$ cat config.mk
export PLATFORM = sky130hd
export DESIGN_NAME = alu_exec_stage_flat
export DESIGN_NICKNAME = d
export VERILOG_FILES = /design/src/rtl/alu_exec_stage_if.sv /design/src/rtl/alu_exec_stage.sv /design/src/flat_wrapper.sv
export SDC_FILE = /design/constraint.sdc
export NUM_CORES = 1
export LEC_CHECK = 0
export BUFFER_PORTS_ARGS = -buffer_cell sky130_fd_sc_hd__buf_2
export CORE_MARGIN = 10
export CORE_UTILIZATION = 33
export DETAILED_ROUTE_END_ITERATION = 8
export GPL_TIMING_DRIVEN = 0
export PLACE_DENSITY = 0.69
export SKIP_LAST_GASP = 1
export SYNTH_ARGS = -nofsm -noshare
export SYNTH_HDL_FRONTEND = slang
export SYNTH_SLANG_ARGS = --single-unit
$ cat constraint.sdc
create_clock -name clk_i -period 1.78 [get_ports clk_i]
set_input_delay 0.089 -clock clk_i [delete_from_list [all_inputs] [get_ports clk_i]]
set_output_delay 0.089 -clock clk_i [all_outputs]
set_load 0.05 [all_outputs]
$ cat src/rtl/alu_exec_stage_if.sv
// Bundled request, ALU and result buses of the ALU execute stage.
// The slave modport is the stage's view; the master modport is its environment's view.
interface alu_exec_stage_if #(
  parameter int BITS     = 8,
  parameter int CNT_BITS = 16
);
  logic                req_valid_i;
  logic                req_ready_o;
  logic [BITS-1:0]     req_a_i;
  logic [BITS-1:0]     req_b_i;
  logic [1:0]          req_op_i;
  logic [BITS-1:0]     alu_a_o;
  logic [BITS-1:0]     alu_b_o;
  logic [1:0]          alu_ctrl_o;
  logic [BITS-1:0]     alu_s_i;
  logic [3:0]          alu_flags_i;
  logic                res_valid_o;
  logic                res_ready_i;
  logic [BITS-1:0]     res_o;
  logic [3:0]          res_flags_o;
  logic [CNT_BITS-1:0] op_count_o;
  logic                ovf_sticky_o;
  logic                clr_sticky_i;

  modport slave (
    input  req_valid_i, req_a_i, req_b_i, req_op_i, alu_s_i, alu_flags_i,
           res_ready_i, clr_sticky_i,
    output req_ready_o, alu_a_o, alu_b_o, alu_ctrl_o, res_valid_o, res_o,
           res_flags_o, op_count_o, ovf_sticky_o
  );

  modport master (
    output req_valid_i, req_a_i, req_b_i, req_op_i, alu_s_i, alu_flags_i,
           res_ready_i, clr_sticky_i,
    input  req_ready_o, alu_a_o, alu_b_o, alu_ctrl_o, res_valid_o, res_o,
           res_flags_o, op_count_o, ovf_sticky_o
  );
endinterface

$ cat src/rtl/alu_exec_stage.sv
// Two-deep execute stage around a combinational ALU: issue register, result register,
// saturating consume counter and sticky overflow. ALU_EXEC_ZERO_FLAG_EN recomputes flag[0] as zero.
module alu_exec_stage #(
  parameter int BITS     = 8,
  parameter int CNT_BITS = 16
) (
  input  logic clk_i,
  input  logic rst_i,
  alu_exec_stage_if.slave bus
);

  logic                s1_valid_q, s1_valid_d;
  logic [BITS-1:0]     s1_a_q, s1_a_d;
  logic [BITS-1:0]     s1_b_q, s1_b_d;
  logic [1:0]          s1_op_q, s1_op_d;
  logic                res_valid_q, res_valid_d;
  logic [BITS-1:0]     res_q, res_d;
  logic [3:0]          flags_q, flags_d;
  logic [CNT_BITS-1:0] cnt_q, cnt_d;
  logic                sticky_q, sticky_d;

  logic s2_free, s1_adv, req_ready, accept, consume;
  logic [3:0] flags_in;

  always_comb begin
    s2_free   = !res_valid_q || bus.res_ready_i;
    s1_adv    = s1_valid_q && s2_free;
    // Ready looks through a draining result register, so a full pipe still streams.
    req_ready = !s1_valid_q || s1_adv;
    accept    = bus.req_valid_i && req_ready;
    consume   = res_valid_q && bus.res_ready_i;
  end

  always_comb begin
    flags_in = bus.alu_flags_i;
`ifdef ALU_EXEC_ZERO_FLAG_EN
    flags_in[0] = (bus.alu_s_i == '0);
`endif
  end

  always_comb begin
    // NOTE: every _d gets its hold value first so no path leaves it unassigned (no latch).
    s1_valid_d  = s1_valid_q;
    s1_a_d      = s1_a_q;
    s1_b_d      = s1_b_q;
    s1_op_d     = s1_op_q;
    res_valid_d = res_valid_q;
    res_d       = res_q;
    flags_d     = flags_q;
    cnt_d       = cnt_q;
    sticky_d    = sticky_q;

    if (accept) begin
      s1_valid_d = 1'b1;
      s1_a_d     = bus.req_a_i;
      s1_b_d     = bus.req_b_i;
      s1_op_d    = bus.req_op_i;
    end else if (s1_adv) begin
      s1_valid_d = 1'b0;
    end

    if (s1_adv) begin
      res_valid_d = 1'b1;
      res_d       = bus.alu_s_i;
      flags_d     = flags_in;
    end else if (bus.res_ready_i) begin
      res_valid_d = 1'b0;
    end

    if (consume && (cnt_q != '1)) cnt_d = cnt_q + CNT_BITS'(1);

    // Set is tested first so a coincident clear loses.
    if (consume && flags_q[1]) sticky_d = 1'b1;
    else if (bus.clr_sticky_i) sticky_d = 1'b0;
  end

  // NOTE: state registers use non-blocking assignments so every flop samples pre-edge values.
  always_ff @(posedge clk_i) begin
    if (rst_i) begin
      s1_valid_q  <= 1'b0;
      s1_a_q      <= '0;
      s1_b_q      <= '0;
      s1_op_q     <= '0;
      res_valid_q <= 1'b0;
      res_q       <= '0;
      flags_q     <= '0;
      cnt_q       <= '0;
      sticky_q    <= 1'b0;
    end else begin
      s1_valid_q  <= s1_valid_d;
      s1_a_q      <= s1_a_d;
      s1_b_q      <= s1_b_d;
      s1_op_q     <= s1_op_d;
      res_valid_q <= res_valid_d;
      res_q       <= res_d;
      flags_q     <= flags_d;
      cnt_q       <= cnt_d;
      sticky_q    <= sticky_d;
    end
  end

  assign bus.req_ready_o  = req_ready;
  assign bus.alu_a_o      = s1_a_q;
  assign bus.alu_b_o      = s1_b_q;
  assign bus.alu_ctrl_o   = s1_op_q;
  assign bus.res_valid_o  = res_valid_q;
  assign bus.res_o        = res_q;
  assign bus.res_flags_o  = flags_q;
  assign bus.op_count_o   = cnt_q;
  assign bus.ovf_sticky_o = sticky_q;

endmodule

$ cat src/flat_wrapper.sv
// flat-port wrapper written by rule: the top's interface ports become plain ports
module alu_exec_stage_flat 
#(
  parameter int BITS     = 8,
  parameter int CNT_BITS = 16
)
  (clk_i, rst_i, bus_req_valid_i, bus_req_a_i, bus_req_b_i, bus_req_op_i, bus_alu_s_i, bus_alu_flags_i, bus_res_ready_i, bus_clr_sticky_i, bus_req_ready_o, bus_alu_a_o, bus_alu_b_o, bus_alu_ctrl_o, bus_res_valid_o, bus_res_o, bus_res_flags_o, bus_op_count_o, bus_ovf_sticky_o);
  alu_exec_stage_if #(.BITS(BITS), .CNT_BITS(CNT_BITS)) bus_i ();
  input  logic clk_i;
  input  logic rst_i;
  input wire logic [$bits(bus_i.req_valid_i)-1:0] bus_req_valid_i;
  input wire logic [$bits(bus_i.req_a_i)-1:0] bus_req_a_i;
  input wire logic [$bits(bus_i.req_b_i)-1:0] bus_req_b_i;
  input wire logic [$bits(bus_i.req_op_i)-1:0] bus_req_op_i;
  input wire logic [$bits(bus_i.alu_s_i)-1:0] bus_alu_s_i;
  input wire logic [$bits(bus_i.alu_flags_i)-1:0] bus_alu_flags_i;
  input wire logic [$bits(bus_i.res_ready_i)-1:0] bus_res_ready_i;
  input wire logic [$bits(bus_i.clr_sticky_i)-1:0] bus_clr_sticky_i;
  output wire logic [$bits(bus_i.req_ready_o)-1:0] bus_req_ready_o;
  output wire logic [$bits(bus_i.alu_a_o)-1:0] bus_alu_a_o;
  output wire logic [$bits(bus_i.alu_b_o)-1:0] bus_alu_b_o;
  output wire logic [$bits(bus_i.alu_ctrl_o)-1:0] bus_alu_ctrl_o;
  output wire logic [$bits(bus_i.res_valid_o)-1:0] bus_res_valid_o;
  output wire logic [$bits(bus_i.res_o)-1:0] bus_res_o;
  output wire logic [$bits(bus_i.res_flags_o)-1:0] bus_res_flags_o;
  output wire logic [$bits(bus_i.op_count_o)-1:0] bus_op_count_o;
  output wire logic [$bits(bus_i.ovf_sticky_o)-1:0] bus_ovf_sticky_o;
  assign bus_i.req_valid_i = bus_req_valid_i;
  assign bus_i.req_a_i = bus_req_a_i;
  assign bus_i.req_b_i = bus_req_b_i;
  assign bus_i.req_op_i = bus_req_op_i;
  assign bus_i.alu_s_i = bus_alu_s_i;
  assign bus_i.alu_flags_i = bus_alu_flags_i;
  assign bus_i.res_ready_i = bus_res_ready_i;
  assign bus_i.clr_sticky_i = bus_clr_sticky_i;
  assign bus_req_ready_o = bus_i.req_ready_o;
  assign bus_alu_a_o = bus_i.alu_a_o;
  assign bus_alu_b_o = bus_i.alu_b_o;
  assign bus_alu_ctrl_o = bus_i.alu_ctrl_o;
  assign bus_res_valid_o = bus_i.res_valid_o;
  assign bus_res_o = bus_i.res_o;
  assign bus_res_flags_o = bus_i.res_flags_o;
  assign bus_op_count_o = bus_i.op_count_o;
  assign bus_ovf_sticky_o = bus_i.ovf_sticky_o;
  alu_exec_stage #(.BITS(BITS), .CNT_BITS(CNT_BITS)) u_core (.clk_i(clk_i), .rst_i(rst_i), .bus(bus_i));
endmodule
==> flow_summary.yaml, run 1 <==
worst_setup_path:
  startpoint: "u_core.bus.op_count_o[0]"
  cp.arrival_ns: 1.92
  reg2regPathDepth: 5
  cp.required_ns: 1.97
  timing.rr.end: "u_core.bus.op_count_o[0]"
  endpoint: "u_core.bus.op_count_o[0]"
  critical_path_class: "register to register"
  crit_path_start_kind: "register"
  reg2reg_from: "u_core.bus.op_count_o[0]"
  crit_path_max_fanout: 5
  cp-end-kind: "register"
  rrSetupSlack_ns: 0.05
clock_tree:
  cts_tree: "done"
  clk_latency_ns: 0.30
  ctsHoldBuffers: 0
  clk_pin_slew_ns: 0.09
  root_buffer: "clkbuf_8"
  h-tree-depth: 2
  cts_inserted_buffers: 5
  numClockSinks: 49
  clockBufferDepth: 2
floorplan:
  fp.dieArea_um2: 9530
  die_y_um: 97.6
  io_pins: 84
  rows: 28
  die_x_um: 97.6
  initial_core_util_pct: 33.8
  coreArea_um2: 5890
synth:
  ys_types: 35
  synth_ff_type: "dfxtp_1"
  yosysWarnings: 0
  syn_area_per_cell_um2: 8.61
  synthArstFlopShare_pct: 0
  synth-seq-area-share_pct: 49.3
  synth_fp_nets: 267
  syn-cell-area_um2: 1990
  synth.area.top_cells: "dfxtp_1, nand2_1, a21oi_1, mux2i_1, nor2_1"
  synth_top_cell_area_share_pct: 49.3
  yosysMostFrequentCell: "dfxtp_1"
  yosysTopAreaCell: "dfxtp_1"
  synth_seq_cells: 49
  synth-edff-count: 0
  synth_common_cells: "dfxtp_1, nand2_1, a21oi_1"
  syn_inst: 231
finish:
  nets: 357
  final_layout_size_suffix_gt1_share_pct: 39.1
  antenna_cells: 0
  syn_to_final_growth_pct: 33.9
  fin_cells: 397
pwr:
  finalPower_mw: 2.15
  ir_worst_vdd_v: 0.000343
  pwr-share-clk_pct: 30.6
  power_density_nw_per_um2: 806
  p_int_mw: 1.51
  p_sw_share_pct: 29.7
  p_seq_share_pct: 53.7
  p_leak_nw: 1.24
  switching_power_mw: 0.638
  combinationalPowerShare_pct: 15.7
global_route:
  antenna_found_initial: 0
  grt_pass1_vias: 1793
  grtUsageTotal_pct: 11.4
  grt_max_degree: 16
  grt_pass1_wl_mm: 9.07
  grt-ovfl-total: 0
sta:
  fin_crit_ns: 1.73
  rsz0062_at_grt: "yes"
  finalSetupViolCount: 0
  hold_viol_final: 0
  skew_ns: 0.00803
  whs_ns: 0.00935
  relSlewSlack_pct: 62.5
  setup-tns-final_ns: 0
  slew_viol_final: 0
  fmax_mhz: 579
  period_share_pct: 97.0
  worstMarginPinSlew_ns: 0.563
drt:
  dr_total_vias: 1923
  totalWireLength_mm: 5.73
  firstDrtPassIters: 4
  ant_nets: 0
  drt-initial-drc-count: 92
  drc_errors: 0
  viasPerCell: 4.84
  wire_per_inst_um: 14.4
min_path:
  min_path_type: "primary input to register"
place:
  gp_congestion: 0.810
  port_buffers: 82
  dpl.hpwl_mm: 4.34
  place_inst: 388
run:
  drv_cap: 0
outcome:
  outcome: "finished clean"
==> timing repair <==
item	in CTS	in global routing
setup buffers	0	1
pin swaps	1	2
endpoints found under the setup margin	2	5
resized for setup	1	4
==> cell type report <==
class | count | area (um^2)
Buffer | 11 | 56.3
Tap cell | 75 | 93.8
Clock buffer | 6 | 72.6
Fill cell | 627 | 3220
Sequential cell | 49 | 1010
Multi-Input combinational cell | 166 | 977
Timing Repair Buffer | 83 | 418
Clock inverter | 2 | 12.5
Inverter | 5 | 18.8
==> power by group through the flow <==
stage                     clock network (mW)  logic (mW)  registers, mW
after global routing                   0.734       0.363           1.16
after global placement                     0       0.336           1.18
after detailed placement                   0       0.339           1.18
final                                  0.657       0.337           1.15
after CTS                              0.681       0.340           1.15
after floorplan                            0      0.0970           1.31
==> cells in the final DEF, fill, tap and decap left out, drive strengths merged <==
cell,synthesis,layout
buf,6,89
and2,1,1
and4,1,1
a211oi,5,5
a21oi,26,26
mux2,5,5
a31oi,2,2
dfxtp,49,49
nor4b,1,1
nor2b,5,5
nor2,25,25
nand4,8,8
and3,3,3
nand3,5,5
or4,3,3
mux2i,13,13
nand2b,3,3
nand3b,1,1
nand2,40,40
nor4,4,4
ha,1,1
o21ai,1,1
and4b,1,1
o31ai,3,3
nor3,8,8
or2,1,1
clkbuf,5,11
inv,5,7
==> metal layers <==
| layer | vias up | part of all wire [%] | global-route usage [%] | routed length, um |
|---|---|---|---|---|
| met1 | 876 | 45 | 13.4 | 2560 |
| met4 | 0 | 1.1 | 3.91 | 62 |
| met5 | - | 0 | 0 | 0 |
| met3 | 7 | 6.2 | 4.05 | 355 |
| li1 | 989 | - | - | - |
| met2 | 51 | 48 | 18.5 | 2750 |
==> registers in the layout, summed over array words and instances, names as in the netlist <==
name,flops
u_core.bus.alu_ctrl_o,2
u_core.bus.alu_a_o,8
u_core.bus.alu_b_o,8
u_core.bus.ovf_sticky_o,1
u_core.bus.res_flags_o,4
u_core.bus.op_count_o,16
u_core.bus.res_valid_o,1
u_core.s1_valid_q,1
u_core.bus.res_o,8
==> per-stage QoR <==
stage	worst slack (ns)	util (%)	cell area, um^2
after CTS	0.000555	44.9	2640
after global placement	-0.0214	43.3	2550
after global routing	-0.0314	45.3	2660
after floorplan	0.00401	-	2050
after detailed placement	-0.0309	43.3	2550
final	0.0535	45.3	2660
==> kinds of logic after synthesis <==
| kind of cell | count (synthesis) | synth area share (%) |
|---|---|---|
| adders and majority gates | 1 | 0.629 |
| and+or+nand+nor | 110 | 27.0 |
| buffers and inverters | 16 | 3.21 |
| muxes | 18 | 9.37 |
| DFF | 49 | 49.3 |
| AOI/OAI and AO/OA | 37 | 10.4 |
==> how the worst min path moves through the flow <==
stage	startpoint	end	cells past startpoint
final	bus_req_b_i[1]	u_core.bus.alu_b_o[1]	3
after detailed placement	bus_alu_s_i[5]	u_core.bus.res_o[5]	3
after global placement	bus_alu_s_i[2]	u_core.bus.res_o[2]	3
after floorplan	bus_req_valid_i	u_core.s1_valid_q	2
after global routing	bus_req_op_i[1]	u_core.bus.alu_ctrl_o[1]	3
after CTS	bus_req_b_i[1]	u_core.bus.alu_b_o[1]	3
==> critical path: stages, from the launching register on <==
cell and delay [ns]:
dfxtp_4 0.38, ha_2 0.21, nand4_1 0.19, nor4_4 0.46
nor3_2 0.10, mux2_2 0.28
Note: power is estimated with default switching activity, not from simulation.
==> inputs of run 2 (changes only) <==
Settings changed: ABC_AREA set to 1, PLACE_DENSITY 0.69 to 0.68.
==> flow_summary.yaml, run 2 <==
outcome:
  outcome: "finished clean"
drt:
  firstDrtPassIters: 4
  drc_errors: 0
  dr_total_vias: 2119
  viasPerCell: 4.63
  wire_per_inst_um: 12.7
  drt-initial-drc-count: 103
  ant_nets: 0
  totalWireLength_mm: 5.80
floorplan:
  die_x_um: 99.3
  coreArea_um2: 6030
  rows: 28
  initial_core_util_pct: 34.5
  io_pins: 84
  fp.dieArea_um2: 9870
  die_y_um: 99.3
synth:
  synth_seq_cells: 49
  synth-edff-count: 0
  synth_common_cells: "nor2_1, dfxtp_1, nand2_1"
  synth_top_cell_area_share_pct: 47.2
  synth_ff_type: "dfxtp_1"
  syn_inst: 292
  yosysWarnings: 0
  synth_fp_nets: 328
  syn_area_per_cell_um2: 7.11
  synth.area.top_cells: "dfxtp_1, nor2_1, nand2_1, o21ai_0, a21oi_1"
  yosysTopAreaCell: "dfxtp_1"
  syn-cell-area_um2: 2080
  ys_types: 23
  synth-seq-area-share_pct: 47.2
  synthArstFlopShare_pct: 0
  yosysMostFrequentCell: "nor2_1"
sta:
  finalSetupViolCount: 0
  fin_crit_ns: 1.49
  relSlewSlack_pct: 73.1
  worstMarginPinSlew_ns: 0.404
  period_share_pct: 83.6
  fmax_mhz: 672
  setup-tns-final_ns: 0
  slew_viol_final: 0
  rsz0062_at_grt: "no"
  skew_ns: 0.00587
  hold_viol_final: 0
finish:
  nets: 418
  final_cell_mix: "nor2_1, buf_2, dfxtp_1"
  fill_cells: 643
  antenna_cells: 0
  largest_reg_flops: 16
  layout_commonest_cell: "nor2_1"
  final_layout_size_suffix_gt1_share_pct: 29.2
  syn_to_final_growth_pct: 29.5
pwr:
  p_sw_share_pct: 31.2
  power_density_nw_per_um2: 853
  p_seq_share_pct: 51.3
  p_int_mw: 1.58
  finalPower_mw: 2.29
  p_leak_nw: 1.30
  pwr-share-clk_pct: 31.3
  ir_worst_vdd_v: 0.000494
  combinationalPowerShare_pct: 17.5
  switching_power_mw: 0.715
clock_tree:
  clk_latency_ns: 0.30
  post-cts-setup-buffer-count: 0
  cts_tree: "done"
  numClockSinks: 49
  cts_inserted_buffers: 5
  h-tree-depth: 2
  root_buffer: "clkbuf_8"
  clockBufferDepth: 2
  clk_pin_slew_ns: 0.10
  ctsHoldBuffers: 0
  cts_resized: 0
worst_setup_path:
  rrSetupSlack_ns: 0.29
  crit_buf_inv: 1
  crit_path_max_fanout: 10
  endpoint: "u_core.bus.op_count_o[15]"
  slowest_stage: "dfxtp_2"
  cp_common_cell: "nand3_2"
  startpoint: "u_core.bus.op_count_o[0]"
  cp.arrival_ns: 1.69
  timing.rr.end: "u_core.bus.op_count_o[15]"
  crit_chain: "ha_1 -> nand3_2 -> nor2_4 -> nand3_2 -> buf_6 -> a21oi_1 -> nor2_1"
  cp.required_ns: 1.98
  cp_top_family: "simple AND/OR/NAND/NOR gates"
  cp_num_cells: 7
  reg2regPathDepth: 7
  crit_path_start_kind: "register"
  reg2reg_from: "u_core.bus.op_count_o[0]"
  cp-end-kind: "register"
  max_stage_delay_ns: 0.37
  critical_path_class: "register to register"
global_route:
  grt-ovfl-total: 0
  grt_pass1_vias: 2055
  grt_pass1_wl_mm: 9.45
  grt_max_degree: 17
  grtUsageTotal_pct: 11.4
  antenna_found_initial: 0
min_path:
  min_path_type: "primary input to register"
place:
  dpl.hpwl_mm: 4.64
  gp_congestion: 0.880
  port_buffers: 83
run:
  drv_cap: 0
[run 2: cell types whose count changed in the layout (fill, tap and decap cells not counted), moves of 9 or more]
cell,previous run,this run
inv_1,5,14
mux2i_1,13,0
nor2_1,25,93
dfxtp_1,32,46
a21oi_1,26,17
dfxtp_2,12,3
o21ai_0,0,31
[run 2: worst min-delay path by stage]
| stage | startpoint | to | cells after the start | slack, ns |
|---|---|---|---|---|
| after floorplan | rst_i | u_core.bus.op_count_o[0] | 1 | 0.15 |
| after global placement | bus_req_b_i[4] | u_core.bus.alu_b_o[4] | 3 | 0.34 |
| after detailed placement | bus_alu_s_i[2] | u_core.bus.res_o[2] | 3 | 0.35 |
| after CTS | bus_req_op_i[0] | u_core.bus.alu_ctrl_o[0] | 3 | 0.02 |
| after global routing | bus_req_a_i[2] | u_core.bus.alu_a_o[2] | 3 | 0.03 |
| final | bus_req_op_i[0] | u_core.bus.alu_ctrl_o[0] | 3 | 0.03 |
[run 2: final cells by class]
type / instances / area, um^2 / share of cell area, %
multi-input combinational: 216 / 970 / 36.0
inverter: 16 / 60.1 / 2.23
timing repair buffer: 83 / 415 / 15.4
clock buffer: 6 / 82.6 / 3.07
tap: 75 / 93.8 / 3.49
sequential: 49 / 985 / 36.6
clock inverter: 2 / 17.5 / 0.651
buffer: 11 / 66.3 / 2.47
[run 2: kinds of logic (layout without fill, tap and decap cells)]
| family | count (synthesis) | after routing | synth area share [%] |
|---|---|---|---|
| and+or+nand+nor | 165 | 165 | 33.7 |
| AOI/OAI and AO/OA | 49 | 49 | 11.9 |
| DFF | 49 | 49 | 47.2 |
| buffers and inverters | 27 | 118 | 6.08 |
| adders and majority gates | 1 | 1 | 0.602 |
| xor gates and xnor gates | 1 | 1 | 0.422 |
[run 2: through the flow]
stage	utilization [%]	hold slack (ns)	worst slack, ns	area, um^2	cells
after CTS	44.6	0.0187	0.288	2690	458
after global routing	44.6	0.0342	0.135	2690	458
after floorplan	-	0.151	0.133	2080	292
after global placement	43.0	0.338	0.322	2590	450
after detailed placement	43.0	0.345	0.307	2590	450
final	44.6	0.0283	0.292	2690	458
[run 2: layer usage]
| layer | GRT usage [%] | share of wire, % | up-vias |
|---|---|---|---|
| met5 | 0 | 0 | - |
| met4 | 2.98 | 0.64 | 0 |
| met3 | 7.06 | 13 | 4 |
| met2 | 18.4 | 43 | 72 |
| met1 | 12.3 | 44 | 926 |
| li1 | - | - | 1117 |
[run 2: worst register-to-register path: stages (launching register included)]
cell	delay, ns
dfxtp_2	0.37
ha_1	0.20
nand3_2	0.16
nor2_4	0.16
nand3_2	0.12
buf_6	0.18
a21oi_1	0.14
nor2_1	0.06
[run 2: power groups by stage]
stage	logic (mW)	registers, mW	clock network [mW]
after floorplan	0.105	1.38	0
after global placement	0.404	1.20	0
after detailed placement	0.406	1.20	0
after CTS	0.406	1.18	0.747
after global routing	0.436	1.18	0.782
final	0.400	1.18	0.717
==> inputs of run 3 (changes only) <==
Clock period 1.78 ns to 1.39 ns, I/O delays scaled along.
==> flow_summary.yaml, run 3 (synthesis gave the netlist of run 2 again) <==
clock_tree:
  cts_tree: "done"
  root_buffer: "clkbuf_8"
  clk_pin_slew_ns: 0.11
  numClockSinks: 49
  clockBufferDepth: 2
  h-tree-depth: 2
  cts_inserted_buffers: 5
  clk_latency_ns: 0.32
floorplan:
  initial_core_util_pct: 34.5
  coreArea_um2: 6030
  die_y_um: 99.3
  die_x_um: 99.3
  io_pins: 84
  fp.dieArea_um2: 9870
  rows: 28
min_path:
  min_path_type: "primary input to register"
  min_to: "u_core.bus.res_flags_o[2]"
  min_from: "bus_alu_flags_i[2]"
  whs_path_depth: 3
worst_setup_path:
  startpoint: "u_core.bus.op_count_o[0]"
  cp.arrival_ns: 1.62
  reg2reg_from: "u_core.bus.op_count_o[0]"
  cp-end-kind: "register"
  timing.rr.end: "u_core.bus.op_count_o[10]"
  crit_path_start_kind: "register"
  crit_path_max_fanout: 10
  rrSetupSlack_ns: -0.03
  critical_path_class: "register to register"
  cp.required_ns: 1.60
  reg2regPathDepth: 7
finish:
  layout_commonest_cell: "nor2_1"
  antenna_cells: 0
  largest_reg_flops: 16
  fin_cells: 476
  finish.instance_area_um2: 3050
  final_layout_size_suffix_gt1_share_pct: 37.9
  fill_cells: 607
  syn_to_final_growth_pct: 46.8
  final_cell_mix: "nor2_1, buf_2, nand2_1"
  nets: 436
pwr:
  combinationalPowerShare_pct: 17.7
  p_int_mw: 2.17
  ir_worst_vdd_v: 0.000603
  power_density_nw_per_um2: 1030
  pwr-share-clk_pct: 35.0
  p_sw_share_pct: 31.2
  switching_power_mw: 0.984
  p_seq_share_pct: 47.3
  p_leak_nw: 1.42
sta:
  worstMarginPinSlew_ns: 0.383
  setup-tns-final_ns: -0.0671
  finalSetupViolCount: 4
  relSlewSlack_pct: 74.5
  period_share_pct: 102
  fin_crit_ns: 1.42
  slew_viol_final: 0
  whs_ns: -0.00384
  rsz0062_at_grt: "yes"
  timing.final.ws_setup_ns: -0.0289
  hold_viol_final: 2
  skew_ns: 0.0160
  fmax_mhz: 705
place:
  port_buffers: 83
  place_inst: 450
  placed_cell_area_um2: 2670
  dpl.hpwl_mm: 4.77
  gp_congestion: 0.889
run:
  drv_cap: 0
global_route:
  grt_pass1_wl_mm: 10.5
  antenna_found_initial: 0
  grt_pass1_vias: 2194
  grt-ovfl-total: 0
  grtUsageTotal_pct: 12.7
  grt_max_degree: 18
outcome:
  outcome: "finished, violations left"
  violations: "hold timing, setup timing"
drt:
  totalWireLength_mm: 6.57
  firstDrtPassIters: 4
  drc_errors: 0
  viasPerCell: 4.68
  wire_per_inst_um: 13.8
  drt-initial-drc-count: 54
  dr_total_vias: 2228
  ant_nets: 0
-- run 3: cell types whose count changed in the layout (fill, tap and decap cells not counted), moves of 4 or more --
cell / change
nor2_1: -5
dlygate4sd3_1: +15
dfxtp_4: +11
a21oi_1: -7
nand2_1: -6
a21oi_2: +7
nand2_2: +6
buf_4: +4
dfxtp_1: -14
-- run 3: through the flow --
step                utilization [%]  setup slack, ns  power, mW
floorplan                         -          0.00510       1.89
global placement               44.2           0.0531       2.04
detailed placement             44.2           0.0301       2.05
CTS                            48.7           0.0111       3.17
global route                   50.6          -0.0741       3.27
finish                         50.6          -0.0289       3.15
-- run 3: timing repair --
| action | in CTS | in global routing |
|---|---|---|
| setup buffers | 0 | 3 |
| hold buffers | 15 | 0 |
| gates resized for setup | 0 | 31 |
| setup endpoints to repair | 0 | 18 |
| hold endpoints to repair | 15 | 0 |
-- run 3: power by group through the flow --
stage                     registers [mW]  clock network, mW  logic [mW]
after CTS                           1.49               1.12       0.558
after floorplan                     1.75                  0       0.137
after detailed placement            1.52                  0       0.524
after global routing                1.50               1.16       0.607
after global placement              1.52                  0       0.521
final                               1.49               1.10       0.557
-- run 3: routing by layer --
| layer | vias up | share of wire [%] | wire length, um | GRT usage (%) |
|---|---|---|---|---|
| li1 | 1147 | - | - | - |
| met1 | 1003 | 40 | 2610 | 13.0 |
| met2 | 71 | 47 | 3060 | 21.0 |
| met3 | 7 | 12 | 820 | 7.54 |
| met4 | 0 | 1.2 | 80 | 4.74 |
| met5 | - | 0 | 0 | 0 |
-- run 3: layout make-up --
type	instances	area [um^2]	share of cell area, %
Timing Repair Buffer	101	588	19.3
Clock inverter	3	47.5	1.56
Inverter	16	62.6	2.05
Sequential cell	49	1030	33.8
Clock buffer	5	68.8	2.26
Multi-Input combinational cell	216	1080	35.6
Tap cell	75	93.8	3.08
Buffer	11	73.8	2.42
-- run 3: worst max-delay path: stages, from the launching register on --
cell and delay (ns):
dfxtp_4 0.39, ha_4 0.16, nand3_4 0.12, nor2_4 0.17
nand3_4 0.11, buf_8 0.17, a21oi_1 0.13, nor2_1 0.06
-- run 3: worst max path at each step --
stage                                end  slack, ns  cells past startpoint
5_1_grt        u_core.bus.op_count_o[10]      -0.07                      7
4_1_cts        u_core.bus.op_count_o[15]       0.01                      7
6_report       u_core.bus.op_count_o[10]      -0.03                      7
3_5_place_dp   u_core.bus.op_count_o[15]       0.03                      6
3_3_place_gp   u_core.bus.op_count_o[15]       0.05                      7
2_1_floorplan  u_core.bus.op_count_o[11]      0.005                      8
